**src/rtl/id_ex_skid_pkg.sv**
```systemverilog
// Shared constants and state encoding for the ID->EX handshake register.
// NOP constants carry the MIPS core's defines.v values.
package id_ex_skid_pkg;

  localparam logic [7:0]  EXE_NOP_OP   = 8'b0000_0000;
  localparam logic [2:0]  EXE_RES_NOP  = 3'b000;
  localparam logic [31:0] ZeroWord     = 32'h0000_0000;
  localparam logic [4:0]  NOPRegAddr   = 5'b00000;
  localparam logic        WriteDisable = 1'b0;

  // The encoding doubles as the occupancy count.
  typedef enum logic [1:0] {
    PIPE_EMPTY = 2'd0,
    PIPE_ONE   = 2'd1,
    PIPE_FULL  = 2'd2
  } pipe_state_e;

endpackage

```
**src/rtl/id_ex_skid_pipe_slot.sv**
```systemverilog
// One payload register of the ID->EX stage: loads a flattened payload or
// returns to the NOP pattern on reset/clear.
module pipe_slot #(
  parameter int           W   = 1,
  parameter logic [W-1:0] NOP = '0
) (
  input  logic         clk,
  input  logic         rst,
  input  logic         load,
  input  logic         clear,
  input  logic [W-1:0] d,
  output logic [W-1:0] q
);

  // NOTE: the payload is reset, not just the valid bit, because execute relies
  // on a bubble always looking like a NOP.
  always_ff @(posedge clk) begin
    if (rst || clear) q <= NOP;
    else if (load)    q <= d;
  end

endmodule

```
**src/rtl/id_ex_skid.sv**
```systemverilog
// ID->EX pipeline register with valid/ready handshake, optional skid entry,
// synchronous flush and a saturating stall counter.
module id_ex_skid
  import id_ex_skid_pkg::*;
#(
  parameter int ALUOP_W  = 8,
  parameter int ALUSEL_W = 3,
  parameter int DATA_W   = 32,
  parameter int ADDR_W   = 5,
  parameter int SKID     = 1,
  parameter int CNT_W    = 16
) (
  input  logic                clk,
  input  logic                rst,
  input  logic                flush,
  input  logic                in_valid,
  output logic                in_ready,
  input  logic [ALUOP_W-1:0]  id_aluop,
  input  logic [ALUSEL_W-1:0] id_alusel,
  input  logic [DATA_W-1:0]   id_reg1,
  input  logic [DATA_W-1:0]   id_reg2,
  input  logic [ADDR_W-1:0]   id_wd,
  input  logic                id_wreg,
  input  logic [DATA_W-1:0]   id_pc,
  input  logic                id_in_dslot,
  output logic                out_valid,
  input  logic                out_ready,
  output logic [ALUOP_W-1:0]  ex_aluop,
  output logic [ALUSEL_W-1:0] ex_alusel,
  output logic [DATA_W-1:0]   ex_reg1,
  output logic [DATA_W-1:0]   ex_reg2,
  output logic [ADDR_W-1:0]   ex_wd,
  output logic                ex_wreg,
  output logic [DATA_W-1:0]   ex_pc,
  output logic                ex_in_dslot,
  output logic [1:0]          occupancy,
  output logic [CNT_W-1:0]    stall_cnt
);

  localparam int PAY_W = ALUOP_W + ALUSEL_W + 3 * DATA_W + ADDR_W + 2;
  localparam logic [PAY_W-1:0] NOP_PAYLOAD = {
    ALUOP_W'(EXE_NOP_OP), ALUSEL_W'(EXE_RES_NOP), DATA_W'(ZeroWord),
    DATA_W'(ZeroWord), ADDR_W'(NOPRegAddr), WriteDisable, DATA_W'(ZeroWord), 1'b0
  };

  pipe_state_e      state_q, state_d;
  logic             in_fire, out_fire;
  logic             main_load, main_from_skid, main_clear;
  logic             skid_load, skid_clear;
  logic [PAY_W-1:0] id_payload, main_d, main_q, skid_q;

  assign id_payload = {id_aluop, id_alusel, id_reg1, id_reg2, id_wd, id_wreg, id_pc, id_in_dslot};
  assign {ex_aluop, ex_alusel, ex_reg1, ex_reg2, ex_wd, ex_wreg, ex_pc, ex_in_dslot} = main_q;

  assign out_valid = (state_q != PIPE_EMPTY);
  assign occupancy = state_q;
  assign in_fire   = in_valid & in_ready;
  assign out_fire  = out_valid & out_ready;

  // Skid variant decouples decode from out_ready; the single-entry variant
  // trades that for half the storage and a combinational ready path.
  if (SKID != 0) begin : g_ready_skid
    assign in_ready = ~rst & (state_q != PIPE_FULL);
  end else begin : g_ready_direct
    assign in_ready = ~rst & (~out_valid | out_ready);
  end

  always_ff @(posedge clk) begin
    if (rst) state_q <= PIPE_EMPTY;
    else     state_q <= state_d;
  end

  // NOTE: every output of this block gets a default first so no path leaves
  // a signal unassigned and infers a latch.
  always_comb begin
    state_d        = state_q;
    main_load      = 1'b0;
    main_from_skid = 1'b0;
    main_clear     = 1'b0;
    skid_load      = 1'b0;
    skid_clear     = 1'b0;
    if (flush) begin
      state_d    = PIPE_EMPTY;
      main_clear = 1'b1;
      skid_clear = 1'b1;
    end else begin
      unique case (state_q)
        PIPE_EMPTY: if (in_fire) begin
          state_d   = PIPE_ONE;
          main_load = 1'b1;
        end
        PIPE_ONE: begin
          if (in_fire && out_fire) begin
            main_load = 1'b1;
          end else if (in_fire) begin
            state_d   = PIPE_FULL;
            skid_load = 1'b1;
          end else if (out_fire) begin
            state_d    = PIPE_EMPTY;
            main_clear = 1'b1;
          end
        end
        PIPE_FULL: if (out_fire) begin
          state_d        = PIPE_ONE;
          main_load      = 1'b1;
          main_from_skid = 1'b1;
          skid_clear     = 1'b1;
        end
        default: state_d = PIPE_EMPTY;
      endcase
    end
  end

  assign main_d = main_from_skid ? skid_q : id_payload;

  pipe_slot #(.W(PAY_W), .NOP(NOP_PAYLOAD)) u_main (
    .clk   (clk),
    .rst   (rst),
    .load  (main_load),
    .clear (main_clear),
    .d     (main_d),
    .q     (main_q)
  );

  if (SKID != 0) begin : g_skid
    pipe_slot #(.W(PAY_W), .NOP(NOP_PAYLOAD)) u_skid (
      .clk   (clk),
      .rst   (rst),
      .load  (skid_load),
      .clear (skid_clear),
      .d     (id_payload),
      .q     (skid_q)
    );
  end else begin : g_no_skid
    logic unused_skid;
    assign skid_q      = NOP_PAYLOAD;
    assign unused_skid = skid_load ^ skid_clear;
  end

  always_ff @(posedge clk) begin
    if (rst)                                          stall_cnt <= '0;
    else if (out_valid && !out_ready && stall_cnt != '1) stall_cnt <= stall_cnt + CNT_W'(1);
  end

endmodule
```
**config.mk**
```make
export PLATFORM = sky130hd
export DESIGN_NAME = id_ex_skid
export DESIGN_NICKNAME = d
export VERILOG_FILES = /design/src/rtl/id_ex_skid_pkg.sv /design/src/rtl/id_ex_skid_pipe_slot.sv /design/src/rtl/id_ex_skid.sv
export SDC_FILE = /design/constraint.sdc
export NUM_CORES = 1
export LEC_CHECK = 0
export CORE_ASPECT_RATIO = 0.8
export CORE_UTILIZATION = 47
export DETAILED_ROUTE_END_ITERATION = 10
export GPL_TIMING_DRIVEN = 1
export PLACE_DENSITY = 0.76
export SETUP_SLACK_MARGIN = 0.1
export SLEW_MARGIN = 0
export SYNTH_ARGS = -nofsm -noshare
export SYNTH_HDL_FRONTEND = slang
export SYNTH_SLANG_ARGS = --single-unit
```
**constraint.sdc**
```tcl
create_clock -name clk -period 3.8 [get_ports clk]
set_input_delay 0.57 -clock clk [delete_from_list [all_inputs] [get_ports clk]]
set_output_delay 0.57 -clock clk [all_outputs]
set_load 0.01 [all_outputs]
```
==> flow_summary.toml <==
[floorplanning]
die_x_um = 174
dieHeight_um = 139
die_area_um2 = 24200
initial_core_util = 0.487
rows = 49
core_um2 = 22800
pin_count = 253

[placed_design]
gp_congestion = 0.891
hpwl_um = 19200
port_buffers = 252
postPlaceCellArea_um2 = 13700
post-place-cells = 1728

[synthesis]
synth-seq-cells = 246
synth_cells = 1280
ys_warn_count = 0
async_flop_share = 0
synth_area_um2 = 11100
synth.area.top_cells = "dfxtp_1, a21oi_1, a2111oi_2"
synth_top_cell_by_area = "dfxtp_1"
synth-edff-count = 0
yosysUniqueCellTypes = 43
synthFlopType = "dfxtp_1"
netlist.area_leader.share = 0.444
syn_area_per_cell_um2 = 8.67
ys_seq_area_frac = 0.444
synth_nets = 1400

[timing]
max_clock_freq_ghz = 0.361
fin_crit_ns = 2.77
period_share = 0.728
rsz0062_at_grt = "no"
slew_viol_final = 0
skew_ns = 0.0162
setup_viol = 0
hold_viol_final = 0
tns_ns = 0
worstMarginPinSlew_ns = 0.798
slew_headroom = 0.468

[clocking]
clock_sinks = 246
clk_latency_ns = 0.53
cts.htree.levels = 1
ctsResizeCount = 0
cts_setup_buffers = 0
clock-root-buffer = "clkbuf_16"
numCtsBuffers = 26
tritoncts = "built"
postCtsHoldBufs = 0
clockBufferDepth = 3
clk_pin_slew_ns = 0.06

[drt]
detail-route-antenna-nets = 0
route.detailed.drc = 0
wl_um = 32700
viasPerCell = 5.79
num_vias = 10300
wl_per_cell_um = 18.4
drt_iter0_markers = 979
dr.pass1.iters = 6

[finish]
drive_gt1_frac = 0.116
synthToLayoutAreaGrowth_pct = 31.8
final_area_um2 = 14600
fin_util = 0.641
fillers = 1923
stdcell_count = 1778
fin_nets = 1570

[run]
cap_violations = 0

[grt]
antenna_found_initial = 2
grt_pass1_vias = 9918
grt_max_degree = 115
grt_usage = 0.262
overflow = 0
grt_pass1_wl_um = 52500

[worst_setup_path]
worst-path-buf-inv = 1
critPathMaxFanout = 53
setup.worst_path.start_class = "flop"
crit_chain = "and4bb_4, buf_4, nor2b_1, a2111oi_0, nor3_1"
cpMaxStageDelayCell = "and4bb_4"
startpoint = "occupancy[1]"
cp_slowest_stage_delay_ns = 0.84
critPathTopFamily = "simple AND/OR/NAND/NOR gates"
crit_arrival_ns = 3.15
required_ns = 4.19
crit_type = "reg -> reg"
reg2reg_from = "occupancy[1]"
cp-end-kind = "flop"

[power_and_ir_drop]
finalPower_mw = 5.98
leakagePower_nw = 4.38
p_per_area_nw_per_um2 = 409
ir_drop_v = 0.000257

[run_status]
status = "completed"

[min_path]
hp-class = "reg -> reg"
hp-start = "g_skid.u_skid.q[7]"
## cell families after synthesis
| logic type | count (synthesis) | share of synthesized area |
|---|---|---|
| simple gates | 517 | 0.238 |
| buf+inv | 137 | 0.0608 |
| compound gates | 372 | 0.249 |
| mux | 7 | 0.00688 |
| fa+ha+maj | 1 | 0.00113 |
| flops | 246 | 0.444 |
## cell type report
class | instances | area, um2 | share of cell area
Multi-Input combinational cell | 897 | 5520 | 0.378
Sequential cell | 246 | 4920 | 0.337
Timing Repair Buffer | 272 | 2820 | 0.193
Clock buffer | 36 | 769 | 0.0526
Tap cell | 306 | 383 | 0.0262
Clock inverter | 12 | 173 | 0.0118
Inverter | 7 | 28.8 | 0.00197
Antenna cell | 2 | 5.00 | 0.000342
## Yosys cell counts, types with 2 or more instances
library cell  instances
nand3_1               7
inv_2                 2
or3_1                 2
nand4_1               4
a2111oi_0            55
buf_6                 7
or4_1                 9
nor3_1               89
buf_2                41
nor2_1                8
nand2_1             235
nor4b_1               2
a211oi_1              2
o21ai_0               2
a2111oi_2            60
mux2i_1               2
mux2_2                5
dfxtp_1             246
nor4_1                4
or2_2                 2
nor3_2               25
buf_1                 4
nor4_2                2
inv_1                 4
nor2b_1             120
buf_4                15
a21oi_1             238
clkbuf_1             63
o41ai_4               2
nand3b_1              3
o31ai_1               8
## stage by stage
stage                     setup slack [ns]  hold WS [ns]
final                                 1.03         0.454
after global routing                 0.830         0.468
after CTS                             1.04         0.453
after detailed placement             0.538         0.444
after global placement               0.615         0.439
after floorplan                       1.78         0.434
## layer usage
metal	routed length, um	track usage
met2	15000	0.412
met3	2170	0.0462
met4	627	0.0651
met5	0	0
met1	15000	0.370
## cells in the final DEF (no fill, tap or decap), types with 6 or more instances in the layout
cell             netlist  final
nor2_1                 8      8
a2111oi_0             55     55
clkbuf_16              0     27
or4_1                  9      9
nand3_1                7      7
buf_12                 0     12
buf_4                 15      9
nand2_1              235    234
clkbuf_8               0      6
nor3_2                25     25
clkdlybuf4s50_1        0    251
dfxtp_1              246    246
nor3_1                89     89
a2111oi_2             60     60
nor2b_1              120    120
a21oi_1              238    238
o31ai_1                8      8
## final timing paths
| kind | end | slack, ns | depth (start not counted) |
|---|---|---|---|
| worst max-delay path | u_main.q[85] | 1.03 | 5 |
| worst min-delay path | g_skid.u_skid.q[7] | 0.45 | 2 |
| worst min register to register | g_skid.u_skid.q[7] | 0.45 | 2 |
| worst max register to register | u_main.q[85] | 1.03 | 5 |
## power breakdown
part	internal (mW)	leakage (nW)	switching, mW
logic	0.273	1.94	0.314
clock network	1.69	0.448	1.07
registers	2.61	1.99	0.0219
## state kept, by name, summed over array words and instances, names as in the netlist
name and flops:
g_skid.u_skid.q 114, occupancy 2, stall_cnt 16, u_main.q 114
## worst reg2reg max path, stage by stage (launching register included)
cell       delay (ns)
dfxtp_1          0.72
and4bb_4         0.84
buf_4            0.47
nor2b_1          0.11
a2111oi_0        0.43
nor3_1           0.08
Power figures use the tool's default switching activity.
